## config.mk

```make
export PLATFORM = sky130hd
export DESIGN_NAME = hqm_jg_clk_mon
export DESIGN_NICKNAME = d
export VERILOG_FILES = /design/src/rtl/hqm_AW_pkg.sv /design/src/rtl/hqm_jg_clk_mon_run.sv /design/src/rtl/hqm_jg_clk_mon.sv
export SDC_FILE = /design/constraint.sdc
export NUM_CORES = 1
export LEC_CHECK = 0
export CAP_MARGIN = 20
export CORE_MARGIN = 2
export CORE_UTILIZATION = 40
export DETAILED_ROUTE_END_ITERATION = 8
export MAX_ROUTING_LAYER = met4
export PLACE_DENSITY = 0.61
export SETUP_SLACK_MARGIN = 0.02
export SLEW_MARGIN = 20
export SYNTH_ARGS = -nofsm -noshare
export SYNTH_HDL_FRONTEND = slang
export SYNTH_HIERARCHICAL = 1
export SYNTH_SLANG_ARGS = --single-unit
```

## constraint.sdc

```tcl
create_clock -name reference_clk -period 2.6 [get_ports reference_clk]
set_input_delay 0.39 -clock reference_clk [delete_from_list [all_inputs] [get_ports reference_clk]]
set_output_delay 0.39 -clock reference_clk [all_outputs]
set_load 0.02 [all_outputs]
```

## src/rtl/hqm_AW_pkg.sv

```systemverilog
// Shared types for the divider-mode clock monitor.
//   hqm_jg_clk_mon_state_t : monitor FSM state (IDLE, ACQUIRE, TRACK; 3 is illegal)
package hqm_AW_pkg;

  typedef enum logic [1:0] {
    HQM_JG_CLK_MON_IDLE    = 2'd0,
    HQM_JG_CLK_MON_ACQUIRE = 2'd1,
    HQM_JG_CLK_MON_TRACK   = 2'd2
  } hqm_jg_clk_mon_state_t;

endpackage

```

## src/rtl/hqm_jg_clk_mon_run.sv

```systemverilog
// Edge detector and run-length counter for the clock monitor.
//   clk, rst_n  : reference clock, synchronous active-low reset
//   clk_in      : observed clock, sampled as data
//   clr         : clear the run counter (takes priority)
//   count_en    : allow the run counter to advance on non-edge cycles
//   sample      : registered copy of clk_in
//   edge_seen   : clk_in differs from the registered sample this cycle
//   run         : cycles spent at the current level (loads 1 on an edge)
//   saturation  : run counter is at all-ones
module hqm_jg_clk_mon_run #(
  parameter int WIDTH = 4
) (
  input  logic           clk,
  input  logic           rst_n,
  input  logic           clk_in,
  input  logic           clr,
  input  logic           count_en,
  output logic           sample,
  output logic           edge_seen,
  output logic [WIDTH:0] run,
  output logic           saturation
);

  localparam int RW = WIDTH + 1;

  assign edge_seen  = (clk_in != sample);
  assign saturation = &run;

  always_ff @(posedge clk) begin
    if (!rst_n) begin
      sample <= 1'b0;
      run    <= '0;
    end else begin
      sample <= clk_in;
      if (clr) begin
        run <= '0;
      end else if (edge_seen) begin
        run <= RW'(1);
      end else if (count_en && !saturation) begin
        run <= run + RW'(1);
      end
    end
  end

endmodule

```

## src/rtl/hqm_jg_clk_mon.sv

```systemverilog
// Divider-mode clock monitor: measures the width of each level of clk_in in
// reference_clk cycles and flags levels that end early or last too long.
//   reference_clk, reference_rst_n : clock, synchronous active-low reset
//   mon_en     : enable; low forces IDLE
//   clk_in     : observed clock (sampled as data)
//   exp_freq   : expected half-period in reference cycles, 0 means 2^WIDTH
//   err_clr    : clear err_sticky
//   meas_valid/meas_width/meas_level : completed-level report (1-cycle pulse)
//   err_width  : level ended before the expected width
//   err_stuck  : level reached the expected width with no edge
//   err_sticky : accumulated errors since the last clear
//   edge_cnt   : saturating count of edges checked in TRACK
//   state      : current FSM state
module hqm_jg_clk_mon
  import hqm_AW_pkg::*;
#(
  parameter int WIDTH = 4,
  parameter int ECNTW = 16
) (
  input  logic             reference_clk,
  input  logic             reference_rst_n,
  input  logic             mon_en,
  input  logic             clk_in,
  input  logic [WIDTH-1:0] exp_freq,
  input  logic             err_clr,
  output logic             meas_valid,
  output logic [WIDTH:0]   meas_width,
  output logic             meas_level,
  output logic             err_width,
  output logic             err_stuck,
  output logic             err_sticky,
  output logic [ECNTW-1:0] edge_cnt,
  output logic [1:0]       state
);

  hqm_jg_clk_mon_state_t state_q, state_d;

  logic           sample;
  logic           edge_seen;
  logic [WIDTH:0] run;
  logic           saturation;
  logic [WIDTH:0] exp_q;
  logic [WIDTH:0] exp_sel;

  logic           valid_d;
  logic [WIDTH:0] width_d;
  logic           level_d;
  logic           err_width_d;
  logic           err_stuck_d;
  logic           cnt_inc;
  logic           capture;

  hqm_jg_clk_mon_run #(.WIDTH(WIDTH)) u_run (
    .clk        (reference_clk),
    .rst_n      (reference_rst_n),
    .clk_in     (clk_in),
    .clr        (!mon_en || (state_q == HQM_JG_CLK_MON_IDLE)),
    .count_en   (state_q == HQM_JG_CLK_MON_TRACK),
    .sample     (sample),
    .edge_seen  (edge_seen),
    .run        (run),
    .saturation (saturation)
  );

  assign exp_sel = (exp_freq == '0) ? {1'b1, {WIDTH{1'b0}}} : {1'b0, exp_freq};
  assign state   = state_q;

  always_comb begin
    state_d     = state_q;
    valid_d     = 1'b0;
    width_d     = meas_width;
    level_d     = meas_level;
    err_width_d = 1'b0;
    err_stuck_d = 1'b0;
    cnt_inc     = 1'b0;
    capture     = 1'b0;

    case (state_q)
      HQM_JG_CLK_MON_IDLE: begin
        if (mon_en) begin
          state_d = HQM_JG_CLK_MON_ACQUIRE;
          capture = 1'b1;
        end
      end
      HQM_JG_CLK_MON_ACQUIRE: begin
        if (edge_seen) state_d = HQM_JG_CLK_MON_TRACK;
      end
      HQM_JG_CLK_MON_TRACK: begin
        if (edge_seen) begin
          valid_d     = 1'b1;
          width_d     = run;
          level_d     = sample;
          err_width_d = (run < exp_q);
          cnt_inc     = 1'b1;
        end else if ((run == exp_q) || saturation) begin
          // Saturation can only be reached past exp_q; kept as a backstop.
          err_stuck_d = 1'b1;
          state_d     = HQM_JG_CLK_MON_ACQUIRE;
        end
      end
      default: state_d = HQM_JG_CLK_MON_IDLE;
    endcase

    if (!mon_en) begin
      state_d     = HQM_JG_CLK_MON_IDLE;
      valid_d     = 1'b0;
      width_d     = meas_width;
      level_d     = meas_level;
      err_width_d = 1'b0;
      err_stuck_d = 1'b0;
      cnt_inc     = 1'b0;
      capture     = 1'b0;
    end
  end

  always_ff @(posedge reference_clk) begin
    if (!reference_rst_n) begin
      state_q    <= HQM_JG_CLK_MON_IDLE;
      exp_q      <= '0;
      meas_valid <= 1'b0;
      meas_width <= '0;
      meas_level <= 1'b0;
      err_width  <= 1'b0;
      err_stuck  <= 1'b0;
      err_sticky <= 1'b0;
      edge_cnt   <= '0;
    end else begin
      state_q    <= state_d;
      meas_valid <= valid_d;
      meas_width <= width_d;
      meas_level <= level_d;
      err_width  <= err_width_d;
      err_stuck  <= err_stuck_d;
      if (capture) exp_q <= exp_sel;
      if (cnt_inc && !(&edge_cnt)) edge_cnt <= edge_cnt + ECNTW'(1);
      // Sticky rises with the pulse and is also held by the visible pulse,
      // so a clear coinciding with a reported error does not drop it.
      err_sticky <= (err_sticky && !err_clr) || err_width || err_stuck
                    || err_width_d || err_stuck_d;
    end
  end

endmodule

```

==> impl_metrics.env <==
export IMPL_p_leak_nw=0.815
export IMPL_yosysTopAreaCell="dfxtp_1"
export IMPL_synth_area_leaders="dfxtp_1 43%, a21oi_1 7.6%, ha_1 5.5%"
export IMPL_grt_use_total_pct=17.7
export IMPL_die_y_um=71.7
export IMPL_dieArea_um2=5140
export IMPL_antenna_found_initial=0
export IMPL_fin_cells=309
export IMPL_cts_inserted_buffers=5
export IMPL_power_density_nw_per_um2=474
export IMPL_antenna_cells=0
export IMPL_synth_top_cell_area_share_pct=42.6
export IMPL_min_path_type="reg -> reg"
export IMPL_rsz0062_at_grt="false"
export IMPL_max_cap_violations=0
export IMPL_final_hold_violation_count=0
export IMPL_cp_slowest_cell="or4_1"
export IMPL_num_rows=24
export IMPL_slowest_delay_ps=650
export IMPL_drive_gt1_share_pct=8.56
export IMPL_die_width_um=71.7
export IMPL_status="complete, no violations"
export IMPL_r2r_cells=6
export IMPL_worstSkewPairLatency_ps=290
export IMPL_cts_hold_buf=0
export IMPL_drv_slew=0
export IMPL_cp_common_cell="or4_1"
export IMPL_ir_worst_vdd_mv=0.318
export IMPL_synth_edff_count=0
export IMPL_relSlewSlack_pct=62.1
export IMPL_post_cts_buffers=0
export IMPL_grt_max_degree=26
export IMPL_cp_max_fo=8
export IMPL_max_clock_path_buffers=2
export IMPL_final_util_pct=54.5
export IMPL_worstMarginPinSlew_ps=564
export IMPL_dr_pass1_iters=4
export IMPL_cp_required_ps=2830
export IMPL_grt_first_pass_wirelength_mm=6.92
export IMPL_htree_levels=2
export IMPL_drc=0
export IMPL_postRouteAntennaNets=0
export IMPL_ys_ff_latch=39
export IMPL_start_kind="primary input"
export IMPL_yosysMostFrequentCell="dfxtp_1"
export IMPL_syn_instance_count=213
export IMPL_setup_viol=0
export IMPL_r2r_start="u_run/sample"
export IMPL_io_pins=37
export IMPL_drt_iter0_markers=90
export IMPL_first_global_vias=1512
export IMPL_fin_crit_sh_pct=88.6
export IMPL_critPathArrivalTime_ps=2530
export IMPL_min_period_ps=2300
export IMPL_skew_ps=4.45
export IMPL_cp_endpoint="edge_cnt[11]"
export IMPL_crit_path_cell_trace="clkdlybuf4s50_1 > xnor2_1 > inv_1 > nand4b_4 > or4_1 > or4_1 > a21oi_1"
export IMPL_vias=1675
export IMPL_place_gp_congestion=0.754
export IMPL_clock_root_buffer="clkbuf_8"
export IMPL_area_growth_pct=30.2
export IMPL_place_inst=301
export IMPL_ys_warn_count=6
export IMPL_syn_area_per_cell_um2=8.61
export IMPL_cp_startpoint="clk_in"
export IMPL_ys_flop_type="dfxtp_1"
export IMPL_reg2reg_slack_ps=500
export IMPL_vias_per_cell=5.42
export IMPL_syn_area_um2=1830
export IMPL_core_um2=4380
export IMPL_criticalPathCategory="in -> reg"
export IMPL_cts_clk_slew_worst_paths_ps=70
export IMPL_start_util_pct=41.8
export IMPL_cts_tree="done"
export IMPL_final_nets=273
export IMPL_yosysSeqAreaShare_pct=42.6
export IMPL_cts_num_sinks=39
export IMPL_syn_nets=230
export IMPL_synthTopCellsByCount="39 x dfxtp_1, 28 x a21oi_1, 22 x nand2_1, 13 x nor2_1, 11 x inv_1"
export IMPL_r2r_end="edge_cnt[11]"
export IMPL_globalRoute_totalOverflow=0
export IMPL_cts_resized_gates=0
export IMPL_port_buffers=36
export IMPL_drt_total_wl_mm=4.05
export IMPL_synthArstFlopShare_pct=0
export IMPL_hpwl_mm=2.98
export IMPL_wl_per_cell_um=13.1
export IMPL_worst_setup_path_end_kind="flip-flop"
export IMPL_fmax_mhz=434
export IMPL_ys_types=44
-- worst min-delay path by stage --
stage                       start             to  depth (start not counted)
finish              meas_width[3]  meas_width[3]                          2
floorplan            u_run/sample     meas_level                          2
global placement       meas_level     meas_level                          2
global route        meas_width[0]  meas_width[0]                          2
CTS                    meas_level     meas_level                          2
detailed placement     meas_level     meas_level                          2
-- placed cells by master (no fill, tap or decap), types with 5 or more instances in the layout --
cell,instances
nand3_1,6
nand4_1,5
o31ai_1,8
o21ai_0,10
or4_1,8
buf_4,8
clkbuf_8,7
dfxtp_1,39
inv_1,11
nand2_1,22
or3_1,7
a21oi_1,28
clkdlybuf4s50_1,36
ha_1,8
nor2_1,13
-- stage by stage --
stage               setup slack, ps  cell area, µm²  total power [mW]  hold WS (ps)  setup TNS, ps
floorplan                       407            1830             0.664           445              0
global placement               17.5            2290             0.701           449              0
detailed placement            -17.1            2290             0.702           452          -34.1
CTS                             302            2390              1.15           462              0
global route                    165            2390              1.19           493              0
finish                          296            2390              1.13           461              0
-- routing by layer --
| layer | GRT usage (%) | part of all wire, % |
|---|---|---|
| met4 | 6.71 | 2.1 |
| met5 | - | 0 |
| met3 | 5.63 | 4.2 |
| met1 | 21.6 | 47 |
| met2 | 27.3 | 46 |
-- state kept, by name, indices dropped and copies added, names as in the netlist --
register      flops
meas_width        5
meas_valid        1
u_run/sample      1
u_run/run         5
err_stuck         1
err_sticky        1
edge_cnt         16
exp_q             5
err_width         1
meas_level        1
state             2
-- cells by family after synthesis --
group,after synthesis,share of synthesized area (%)
XOR/XNOR,3,1.43
adder cells (fa/ha/maj),8,5.46
AND/OR/NAND/NOR,83,26.3
flip-flops,39,42.6
multiplexers,1,0.546
AO/OA/AOI/OAI,59,19.4
buffers and inverters,20,4.23
-- power breakdown --
group	internal (mW)	leakage, nW	switching, mW
clock	0.242	0.0515	0.202
sequential	0.604	0.315	0.00565
combinational	0.0375	0.448	0.0405
-- cell type report --
type	instances	area [µm²]
inverters	12	45.0
clock buffers	8	100
multi-input cells	154	976
flip-flops and latches	39	781
repair buffers	44	420
fillers	429	2000
well taps	52	65.1
-- worst max-delay path, delay by kind of cell --
family	cells	cell delay, ps
xor+xnor	1	150
compound gates	1	140
simple gates	3	1310
buf+inv	2	540
No activity file was read; power rests on OpenSTA's default activity.
